[src/rtl/wb_scoreboard_if.sv]
// Bundle of issue, result and register-file write signals for wb_scoreboard.
interface wb_scoreboard_if #(
   parameter int XLEN = 32
);
   logic            iss_valid;
   logic [4:0]      iss_rd;
   logic [4:0]      iss_rs1;
   logic [4:0]      iss_rs2;
   logic            iss_ready;
   logic            alu_valid;
   logic [4:0]      alu_rd;
   logic [XLEN-1:0] alu_data;
   logic            lsu_valid;
   logic            lsu_ready;
   logic [4:0]      lsu_rd;
   logic [XLEN-1:0] lsu_data;
   logic [XLEN-1:0] rf_rs1_data;
   logic [XLEN-1:0] rf_rs2_data;
   logic [XLEN-1:0] rs1_data;
   logic [XLEN-1:0] rs2_data;
   logic            rd_we;
   logic [4:0]      rd_addr;
   logic [XLEN-1:0] rd_data;

   modport slave (
      input  iss_valid, iss_rd, iss_rs1, iss_rs2,
      input  alu_valid, alu_rd, alu_data,
      input  lsu_valid, lsu_rd, lsu_data,
      input  rf_rs1_data, rf_rs2_data,
      output iss_ready, lsu_ready, rs1_data, rs2_data,
      output rd_we, rd_addr, rd_data
   );

   modport master (
      output iss_valid, iss_rd, iss_rs1, iss_rs2,
      output alu_valid, alu_rd, alu_data,
      output lsu_valid, lsu_rd, lsu_data,
      output rf_rs1_data, rf_rs2_data,
      input  iss_ready, lsu_ready, rs1_data, rs2_data,
      input  rd_we, rd_addr, rd_data
   );
endinterface

[src/rtl/wb_scoreboard.sv]
// Writeback arbiter and per-register busy scoreboard.
// ALU results win the single write port; LSU results wait in a small FIFO.
// The registered write is forwarded onto operand reads for the cycle the
// register file array has not yet absorbed it.
module wb_scoreboard #(
   parameter int XLEN           = 32,
   parameter int LSU_FIFO_DEPTH = 2
) (
   input logic          clk,
   input logic          rst_n,
   wb_scoreboard_if.slave bus
);
   localparam int AW = (LSU_FIFO_DEPTH > 1) ? $clog2(LSU_FIFO_DEPTH) : 1;
   localparam int CW = AW + 1;

   logic [31:0]      r_busy;
   logic [AW-1:0]    r_wptr;
   logic [AW-1:0]    r_rptr;
   logic [CW-1:0]    r_count;
   logic [4:0]       r_fifo_rd   [LSU_FIFO_DEPTH];
   logic [XLEN-1:0]  r_fifo_data [LSU_FIFO_DEPTH];
   logic             r_rd_we;
   logic [4:0]       r_rd_addr;
   logic [XLEN-1:0]  r_rd_data;

   logic             w_full;
   logic             w_empty;
   logic             w_push;
   logic             w_pop;
   logic             w_alu_wr;
   logic             w_wr_en;
   logic [4:0]       w_wr_addr;
   logic [XLEN-1:0]  w_wr_data;
   logic             w_iss_ready;
   logic             w_iss_fire;
   logic [31:0]      w_busy_nxt;

   // FIFO status comes only from registered state, so lsu_ready never depends on a pop.
   assign w_full   = (r_count == CW'(LSU_FIFO_DEPTH));
   assign w_empty  = (r_count == '0);
   // rd=0 LSU results complete the handshake but are never stored.
   assign w_push   = bus.lsu_valid && !w_full && (bus.lsu_rd != 5'd0);
   // An rd=0 ALU result is dropped and frees the port for the FIFO head.
   assign w_alu_wr = bus.alu_valid && (bus.alu_rd != 5'd0);
   assign w_pop    = !w_alu_wr && !w_empty;

   assign w_wr_en   = w_alu_wr || w_pop;
   assign w_wr_addr = w_alu_wr ? bus.alu_rd   : r_fifo_rd[r_rptr];
   assign w_wr_data = w_alu_wr ? bus.alu_data : r_fifo_data[r_rptr];

   // busy[0] is held at zero, so x0 operands never stall.
   assign w_iss_ready = !r_busy[bus.iss_rd] && !r_busy[bus.iss_rs1] && !r_busy[bus.iss_rs2];
   assign w_iss_fire  = bus.iss_valid && w_iss_ready;

   // Next busy vector: clear the register being written, then let a new issue set win.
   always_comb begin
      w_busy_nxt = r_busy;
      if (w_wr_en) begin
         w_busy_nxt[w_wr_addr] = 1'b0;
      end
      if (w_iss_fire && (bus.iss_rd != 5'd0)) begin
         w_busy_nxt[bus.iss_rd] = 1'b1;
      end
      w_busy_nxt[0] = 1'b0;
   end

   // Scoreboard busy bits.
   always_ff @(posedge clk or negedge rst_n) begin
      if (!rst_n) begin
         r_busy <= '0;
      end else begin
         r_busy <= w_busy_nxt;
      end
   end

   // FIFO pointers and occupancy.
   always_ff @(posedge clk or negedge rst_n) begin
      if (!rst_n) begin
         r_wptr  <= '0;
         r_rptr  <= '0;
         r_count <= '0;
      end else begin
         if (w_push) begin
            r_wptr <= r_wptr + AW'(1);
         end
         if (w_pop) begin
            r_rptr <= r_rptr + AW'(1);
         end
         r_count <= r_count + CW'(w_push) - CW'(w_pop);
      end
   end

   // FIFO storage; contents are qualified by the pointers, so no reset is needed.
   always_ff @(posedge clk) begin
      if (w_push) begin
         r_fifo_rd[r_wptr]   <= bus.lsu_rd;
         r_fifo_data[r_wptr] <= bus.lsu_data;
      end
   end

   // Registered register-file write port; address/data hold while idle.
   always_ff @(posedge clk or negedge rst_n) begin
      if (!rst_n) begin
         r_rd_we   <= 1'b0;
         r_rd_addr <= 5'd0;
         r_rd_data <= '0;
      end else begin
         r_rd_we <= w_wr_en;
         if (w_wr_en) begin
            r_rd_addr <= w_wr_addr;
            r_rd_data <= w_wr_data;
         end
      end
   end

   assign bus.iss_ready = w_iss_ready;
   assign bus.lsu_ready = !w_full;
   assign bus.rd_we     = r_rd_we;
   assign bus.rd_addr   = r_rd_addr;
   assign bus.rd_data   = r_rd_data;

   // Operand bypass from the in-flight write; x0 always reads zero.
   assign bus.rs1_data = (bus.iss_rs1 == 5'd0) ? '0 :
                         (r_rd_we && (r_rd_addr == bus.iss_rs1)) ? r_rd_data : bus.rf_rs1_data;
   assign bus.rs2_data = (bus.iss_rs2 == 5'd0) ? '0 :
                         (r_rd_we && (r_rd_addr == bus.iss_rs2)) ? r_rd_data : bus.rf_rs2_data;
endmodule

[src/flat_wrapper.sv]
// flat-port wrapper written by rule: the top's interface ports become plain ports
module wb_scoreboard_flat 
#(
   parameter int XLEN           = 32,
   parameter int LSU_FIFO_DEPTH = 2
)
  (clk, rst_n, bus_iss_valid, bus_iss_rd, bus_iss_rs1, bus_iss_rs2, bus_alu_valid, bus_alu_rd, bus_alu_data, bus_lsu_valid, bus_lsu_rd, bus_lsu_data, bus_rf_rs1_data, bus_rf_rs2_data, bus_iss_ready, bus_lsu_ready, bus_rs1_data, bus_rs2_data, bus_rd_we, bus_rd_addr, bus_rd_data);
  wb_scoreboard_if #(.XLEN(XLEN)) bus_i ();
  input logic clk;
  input logic rst_n;
  input wire logic [$bits(bus_i.iss_valid)-1:0] bus_iss_valid;
  input wire logic [$bits(bus_i.iss_rd)-1:0] bus_iss_rd;
  input wire logic [$bits(bus_i.iss_rs1)-1:0] bus_iss_rs1;
  input wire logic [$bits(bus_i.iss_rs2)-1:0] bus_iss_rs2;
  input wire logic [$bits(bus_i.alu_valid)-1:0] bus_alu_valid;
  input wire logic [$bits(bus_i.alu_rd)-1:0] bus_alu_rd;
  input wire logic [$bits(bus_i.alu_data)-1:0] bus_alu_data;
  input wire logic [$bits(bus_i.lsu_valid)-1:0] bus_lsu_valid;
  input wire logic [$bits(bus_i.lsu_rd)-1:0] bus_lsu_rd;
  input wire logic [$bits(bus_i.lsu_data)-1:0] bus_lsu_data;
  input wire logic [$bits(bus_i.rf_rs1_data)-1:0] bus_rf_rs1_data;
  input wire logic [$bits(bus_i.rf_rs2_data)-1:0] bus_rf_rs2_data;
  output wire logic [$bits(bus_i.iss_ready)-1:0] bus_iss_ready;
  output wire logic [$bits(bus_i.lsu_ready)-1:0] bus_lsu_ready;
  output wire logic [$bits(bus_i.rs1_data)-1:0] bus_rs1_data;
  output wire logic [$bits(bus_i.rs2_data)-1:0] bus_rs2_data;
  output wire logic [$bits(bus_i.rd_we)-1:0] bus_rd_we;
  output wire logic [$bits(bus_i.rd_addr)-1:0] bus_rd_addr;
  output wire logic [$bits(bus_i.rd_data)-1:0] bus_rd_data;
  assign bus_i.iss_valid = bus_iss_valid;
  assign bus_i.iss_rd = bus_iss_rd;
  assign bus_i.iss_rs1 = bus_iss_rs1;
  assign bus_i.iss_rs2 = bus_iss_rs2;
  assign bus_i.alu_valid = bus_alu_valid;
  assign bus_i.alu_rd = bus_alu_rd;
  assign bus_i.alu_data = bus_alu_data;
  assign bus_i.lsu_valid = bus_lsu_valid;
  assign bus_i.lsu_rd = bus_lsu_rd;
  assign bus_i.lsu_data = bus_lsu_data;
  assign bus_i.rf_rs1_data = bus_rf_rs1_data;
  assign bus_i.rf_rs2_data = bus_rf_rs2_data;
  assign bus_iss_ready = bus_i.iss_ready;
  assign bus_lsu_ready = bus_i.lsu_ready;
  assign bus_rs1_data = bus_i.rs1_data;
  assign bus_rs2_data = bus_i.rs2_data;
  assign bus_rd_we = bus_i.rd_we;
  assign bus_rd_addr = bus_i.rd_addr;
  assign bus_rd_data = bus_i.rd_data;
  wb_scoreboard #(.XLEN(XLEN), .LSU_FIFO_DEPTH(LSU_FIFO_DEPTH)) u_core (.clk(clk), .rst_n(rst_n), .bus(bus_i));
endmodule
[config.mk]
export PLATFORM = sky130hd
export DESIGN_NAME = wb_scoreboard_flat
export DESIGN_NICKNAME = d
export VERILOG_FILES = /design/src/rtl/wb_scoreboard_if.sv /design/src/rtl/wb_scoreboard.sv /design/src/flat_wrapper.sv
export SDC_FILE = /design/constraint.sdc
export NUM_CORES = 1
export LEC_CHECK = 0
export BUFFER_PORTS_ARGS = -buffer_cell sky130_fd_sc_hd__buf_4
export CAP_MARGIN = 20
export CELL_PAD_IN_SITES_DETAIL_PLACEMENT = 1
export CELL_PAD_IN_SITES_GLOBAL_PLACEMENT = 2
export CORE_ASPECT_RATIO = 1.4
export CORE_UTILIZATION = 31
export CTS_CLUSTER_SIZE = 28
export DETAILED_ROUTE_END_ITERATION = 8
export HOLD_SLACK_MARGIN = 0.1
export PLACE_DENSITY = 0.82
export SLEW_MARGIN = 20
export SYNTH_ARGS = -nofsm -noshare
export SYNTH_HDL_FRONTEND = slang
export SYNTH_SLANG_ARGS = --single-unit
export TNS_END_PERCENT = 100
[constraint.sdc]
create_clock -name clk -period 3.2 [get_ports clk]
set_input_delay 0.64 -clock clk [delete_from_list [all_inputs] [get_ports clk]]
set_output_delay 0.64 -clock clk [all_outputs]
set_load 0.03 [all_outputs]
Yosys cells after proc, flatten, opt, wreduce, memory -nomap -nowiden
Memories as Yosys holds them, arrays and structs flattened.
Cells that the tools add are included.
{"block": "op_classes", "bitwise": 3, "n_eq_ne": 3, "n_mux": 20, "n_addsub": 4, "order_cmp": 6, "reduce_logical": 25}
{"cell": "32-bit two-way mux", "count": 7}
{"cell": "32-bit AND", "count": 1}
{"cell": "32-bit inverter", "count": 1}
{"cell": "32-bit bitwise OR", "count": 1}
{"cell": "5-bit by 6-bit less-than comparator with 1-bit output (second input constant)", "count": 4}
{"cell": "1-bit binary-select mux with 5-bit select", "count": 3}
{"cell": "5-bit nonzero test", "count": 3}
{"cell": "1-bit logical AND", "count": 12}
{"cell": "1-bit demux with 5-bit select", "count": 2}
{"cell": "5-bit equality test", "count": 2}
{"cell": "5-bit by 1-bit >= comparator with 1-bit output (second input constant)", "count": 2}
{"cell": "5-bit zero test", "count": 2}
{"cell": "1-bit two-way mux", "count": 7}
{"cell": "1-bit zero test", "count": 6}
{"cell": "5-bit two-way mux", "count": 1}
{"cell": "1-bit adder (second input constant)", "count": 2}
{"cell": "2-bit by 1-bit adder with 2-bit output", "count": 1}
{"cell": "2-bit equality test (second input constant)", "count": 1}
{"cell": "2-bit zero test", "count": 1}
{"cell": "2-bit by 1-bit subtractor with 2-bit output", "count": 1}
{"cell": "1-bit logical OR", "count": 1}
{"block": "totals", "out_inout_bits": 104, "word_cells": 70, "n_memories": 2, "inputBits": 158, "ram_bits": 74, "reg_bits": 73}
{"memory": "u_core.r_fifo_data", "words": 2, "word_bits": 32, "read_ports": 1, "rd_ports_with_merged_regs": 0, "write_ports": 1, "line_no": "wb_scoreboard.sv:21", "source": "logic [XLEN-1:0] r_fifo_data [LSU_FIFO_DEPTH];"}
{"memory": "u_core.r_fifo_rd", "words": 2, "word_bits": 5, "read_ports": 1, "rd_ports_with_merged_regs": 0, "write_ports": 1, "line_no": "wb_scoreboard.sv:20", "source": "logic [4:0] r_fifo_rd [LSU_FIFO_DEPTH];"}

Longest topological paths before layout
{"block": "depth", "depth_word": 12, "ltp_mapped": 11}

Worst setup path before layout
Ideal clock, no wire load.
{"block": "synth_timing", "path_kind": "input port to output port", "from": "input port bus_iss_rd[1]", "to": "output port bus_iss_ready", "n_path_buf": 2, "setup_slack_ns": 0.073, "stages": 8, "required_time_ns": 2.560, "arrival_time_ns": 2.487, "cell_sequence": "buf_2 > mux2i_1 > o22ai_1 > nor4_1 > o211ai_1 > a2111o_1 > buf_2 > nor2_1"}
{"block": "synth_between", "elab_chain_cells": 5}
{"element": "start: declaration", "line_no": "flat_wrapper.sv:12", "source": "input wire logic [$bits(bus_i.iss_rd)-1:0] bus_iss_rd;"}
{"element": "1-bit binary-select mux with 5-bit select", "line_no": "wb_scoreboard.sv:52", "source": "assign w_iss_ready = !r_busy[bus.iss_rd] && !r_busy[bus.iss_rs1] && !r_busy[bus.iss_rs2];"}
{"element": "1-bit two-way mux (implied by the code)", "line_no": "wb_scoreboard.sv:52"}
{"element": "1-bit zero test", "line_no": "wb_scoreboard.sv:52"}
{"element": "1-bit logical AND (2 in a row)", "line_no": "wb_scoreboard.sv:52"}
{"element": "end: declaration", "line_no": "flat_wrapper.sv:23", "source": "output wire logic [$bits(bus_i.iss_ready)-1:0] bus_iss_ready;"}
Every way passes these cells. The select of a mux whose other input is x is not followed.

Worst setup path in the final report
{"block": "layout_timing", "from": "register u_core.r_busy[27]", "to": "output port bus_iss_ready"}
{"block": "layout_between", "elab_chain_cells": 5, "elab_cells_between_ends": 11, "classes_between": "mux (6); reduce/logical (5)"}
{"element": "start: declaration", "line_no": "wb_scoreboard.sv:16", "source": "logic [31:0] r_busy;"}
{"element": "start signal: assignment", "line_no": "wb_scoreboard.sv:72", "source": "r_busy <= w_busy_nxt;"}
{"element": "1-bit binary-select mux with 5-bit select", "line_no": "wb_scoreboard.sv:52"}
{"element": "1-bit two-way mux (implied by the code)", "line_no": "wb_scoreboard.sv:52"}
{"element": "1-bit zero test", "line_no": "wb_scoreboard.sv:52"}
{"element": "1-bit logical AND", "line_no": "wb_scoreboard.sv:52"}
{"element": "1-bit logical AND (*)", "line_no": "wb_scoreboard.sv:52"}
Every way passes the cells marked *; elsewhere a longest branch is shown, timed or not. The select of a mux whose other input is x is not followed.

==> reports/summary.json <==
{
  "outcome": {"value": "finished with violations"},
  "failed_checks": {"value": "design-rule violations"},
  "antenna_left": {"value": 0},
  "cts_root_buf": {"value": "sky130_fd_sc_hd__clkbuf_16"},
  "fp.coreArea": {"value": 25600, "unit": "sq um"},
  "die_h": {"value": 194, "unit": "microns"},
  "drt_wl_total": {"value": 28700, "unit": "microns"},
  "regToRegSetupSlack": {"value": 0.77, "unit": "ns"},
  "post-synth-top-count-cell": {"value": "sky130_fd_sc_hd__mux2i_1"},
  "endpoint_kind": {"value": "output port"},
  "power_density": {"value": 762, "unit": "nW/um^2"},
  "area.growth.synth_to_final": {"value": 36.9, "unit": "%"},
  "drt_iter0_markers": {"value": 309},
  "vias": {"value": 7230},
  "critPathArrivalTime": {"value": 2.41, "unit": "ns"},
  "setup_tns": {"value": 0, "unit": "ns"},
  "num_rows": {"value": 69},
  "worst_ep_required_time": {"value": 2.56, "unit": "ns"},
  "met2_length": {"value": 15500, "unit": "microns"},
  "path_depth": {"value": 7},
  "power": {"value": 0.00848, "unit": "W"},
  "postSynthNetCount": {"value": 936},
  "detailed_place_hpwl": {"value": 22000, "unit": "microns"},
  "initial_core_util": {"value": 31.8, "unit": "%"},
  "num_io_pins": {"value": 262},
  "netlist_top_cells_count": {"value": "sky130_fd_sc_hd__mux2i_1, sky130_fd_sc_hd__nor2_1, sky130_fd_sc_hd__edfxtp_1, sky130_fd_sc_hd__dfrtp_1, sky130_fd_sc_hd__o21ai_0"},
  "insertion_delay": {"value": 0.43, "unit": "ns"},
  "synth_edf_count": {"value": 74},
  "clock_tree.htree_level_count": {"value": 4},
  "path_cells": {"value": "mux4_2 -> nor2b_1 -> a21oi_1 -> o211ai_1 -> a2111o_1 -> nor2_2 -> buf_4"},
  "maxUsedRoutingLayer": {"value": "met4"},
  "port_buffers": {"value": 261},
  "yosys.area.top_type": {"value": "sky130_fd_sc_hd__edfxtp_1"},
  "final_cell_count_no_fill": {"value": 1356},
  "first_global_vias": {"value": 7802},
  "grt_setup_unrepaired": {"value": "no"},
  "crit-reg2reg-capture": {"value": "u_core.r_busy[20]$_DFF_PN0_"},
  "floorplan.die.width": {"value": 139, "unit": "microns"},
  "timing.rr.start": {"value": "u_core.r_busy[27]$_DFF_PN0_"},
  "grt_first_pass_wirelength": {"value": 45000, "unit": "microns"},
  "maxCapViolCount": {"value": 0},
  "grt_start_max_net_pins": {"value": 44},
  "timing.reg2reg.worst_path_depth": {"value": 7},
  "static-leakage-power": {"value": 4.70, "unit": "nW"},
  "synth_ff_type": {"value": "sky130_fd_sc_hd__edfxtp_1"},
  "synth_seq_area_share": {"value": 49.8, "unit": "%"},
  "drt-pass1-iter-count": {"value": 6},
  "design.final.nets": {"value": 1184},
  "finClkSkew": {"value": 0.00905, "unit": "ns"},
  "cts_tree": {"value": "yes"},
  "synth.ff_latch_count": {"value": 147},
  "postSynth.asyncResetShare": {"value": 49.7, "unit": "%"},
  "relative_max_transition_margin": {"value": 34.1, "unit": "%"},
  "cp_max_fo": {"value": 4},
  "crit_path_max_incr_delay": {"value": 0.48, "unit": "ns"},
  "clk_transition_reported_paths": {"value": 0.06, "unit": "ns"},
  "tightestPinTransition": {"value": 0.988, "unit": "ns"},
  "grt_util_all_layers": {"value": 21.9, "unit": "%"},
  "yosysUniqueCellTypes": {"value": 55},
  "synth_area": {"value": 8130, "unit": "sq um"},
  "worstPathBufferInverterCount": {"value": 1},
  "report.final.setup_viol": {"value": 0},
  "final-max-slew-violation-count": {"value": 0},
  "power.ir.vdd_worst": {"value": 0.421, "unit": "mV"},
  "ff_latch_area": {"value": 4050, "unit": "sq um"},
  "critPathCapture": {"value": "bus_iss_ready"},
  "critical_path.slowest_cell": {"value": "sky130_fd_sc_hd__mux4_2"},
  "hold_path.class": {"value": "primary input to async pin"},
  "cts_made_buffers": {"value": 17},
  "crit_family": {"value": "compound AO/OA/AOI/OAI gates"},
  "synthesis.area_per_instance": {"value": 10.5, "unit": "sq um"},
  "grt_overflow": {"value": 0},
  "routedLengthMet1": {"value": 10900, "unit": "microns"},
  "final_gp_congestion": {"value": 0.851},
  "finalHoldViolCount": {"value": 0},
  "die_area": {"value": 26900, "unit": "sq um"},
  "avgViaCountPerCell": {"value": 5.33},
  "timing_worst_setup_path_type": {"value": "flop to output port"},
  "cts_hold_buf": {"value": 0},
  "routed-wl-met3": {"value": 1570, "unit": "microns"},
  "clock_tree.buffer_depth": {"value": 2},
  "number_of_fill_cells": {"value": 2870},
  "place_inst": {"value": 1324},
  "clock.fmax": {"value": 328, "unit": "MHz"},
  "synth_cells": {"value": 776},
  "yosys_warnings": {"value": 0},
  "detail_route.wl_per_cell": {"value": 21.2, "unit": "microns"},
  "antenna_cells_inserted": {"value": 0},
  "antenna_violations_before_repair": {"value": 0},
  "start_kind": {"value": "flop"},
  "finalCriticalPeriod": {"value": 3.05, "unit": "ns"},
  "clock_sink_count": {"value": 147},
  "yosys.area.top_type_share": {"value": 27.3, "unit": "%"},
  "min_period_over_period": {"value": 95.3, "unit": "%"},
  "post_synth_main_area_contributors": {"value": "sky130_fd_sc_hd__edfxtp_1, sky130_fd_sc_hd__dfrtp_1, sky130_fd_sc_hd__mux2i_1"},
  "area_taken_by_multi_input_logic_gates": {"value": 3800, "unit": "sq um"},
  "crit_start": {"value": "u_core.r_busy[27]$_DFF_PN0_"},
  "post_route_drc_violation_count": {"value": 8},
  "post_route_cells_drive_above_1_share": {"value": 32.8, "unit": "%"}
}
how the worst min path moves through the flow:
| stage | from | to | slack (ns) | depth (start not counted) |
|---|---|---|---|---|
| after floorplan | rst_n | u_core.bus.rd_addr[0]$_DFFE_PN0N_ | 0.34 | 0 |
| after global placement | u_core.r_wptr$_DFFE_PN0P_ | u_core.r_wptr$_DFFE_PN0P_ | 0.53 | 1 |
| after detailed placement | u_core.r_wptr$_DFFE_PN0P_ | u_core.r_wptr$_DFFE_PN0P_ | 0.54 | 1 |
| after CTS | rst_n | u_core.r_busy[17]$_DFF_PN0_ | 0.23 | 1 |
| after global routing | rst_n | u_core.r_busy[20]$_DFF_PN0_ | 0.25 | 1 |
| final | rst_n | u_core.r_busy[20]$_DFF_PN0_ | 0.22 | 1 |
state kept, by name, summed over array words and instances, names as in the netlist:
name / flops
u_core.r_wptr: 1
u_core.r_fifo_data: 64
u_core.bus.rd_data: 32
u_core.r_busy: 31
u_core.bus.rd_we: 1
u_core.r_rptr: 1
u_core.bus.rd_addr: 5
u_core.r_count: 2
u_core.r_fifo_rd: 10
cell families after synthesis:
kind of cell / synth area share [%]
xor gates and xnor gates: 1.51
DFF: 49.8
muxes: 18.1
AOI/OAI and AO/OA: 13.8
buffers and inverters: 4.05
and+or+nand+nor: 12.5
adders and majority gates: 0.308
routing by layer:
metal  track usage (%)  vias up
li1                  -     3365
met1              23.7     3587
met2              41.0      233
met3              4.93       45
met4              8.60        0
met5                 0        -
cells in the final DEF (no fill, tap or decap), types with 17 or more instances in the layout:
master                      instances
sky130_fd_sc_hd__o41ai_1           23
sky130_fd_sc_hd__a21oi_1           40
sky130_fd_sc_hd__dfrtp_1           72
sky130_fd_sc_hd__buf_4            284
sky130_fd_sc_hd__o21ai_0           70
sky130_fd_sc_hd__clkbuf_16         17
sky130_fd_sc_hd__mux2i_1          128
sky130_fd_sc_hd__edfxtp_1          74
sky130_fd_sc_hd__nor2_1           106
sky130_fd_sc_hd__nand2_1           51
area by class of cell:
class / count / share of cell area [%]
Sequential cell: 147 / 36.4
Multi-Input combinational cell: 555 / 34.1
Timing Repair Buffer: 289 / 20.1
Clock buffer: 19 / 3.89
Tap cell: 319 / 3.59
Clock inverter: 13 / 1.45
Inverter: 14 / 0.472
through the flow:
stage	area, sq um	worst slack, ns	hold slack (ns)	util (%)
after floorplan	8130	0.0734	0.344	-
after global placement	10500	0.114	0.527	41.2
after detailed placement	10500	0.0814	0.543	41.2
after CTS	11100	0.0764	0.235	43.5
after global routing	11100	0.00963	0.250	43.5
final	11100	0.149	0.217	43.5
power breakdown:
part	internal (W)	total, W	switching (W)	leakage [nW]
registers	0.00257	0.00311	0.000542	1.60
clock network	0.00123	0.00202	0.000798	0.281
logic	0.00132	0.00334	0.00202	2.82
total	0.00512	0.00848	0.00336	4.70
repair_timing:
item                                    CTS  global route
endpoints found under the setup margin    0             3
buffers inserted                          0             0
hold endpoints to repair                  0             0
resized for setup                         0             2
No activity file was read; power rests on OpenSTA's default activity.
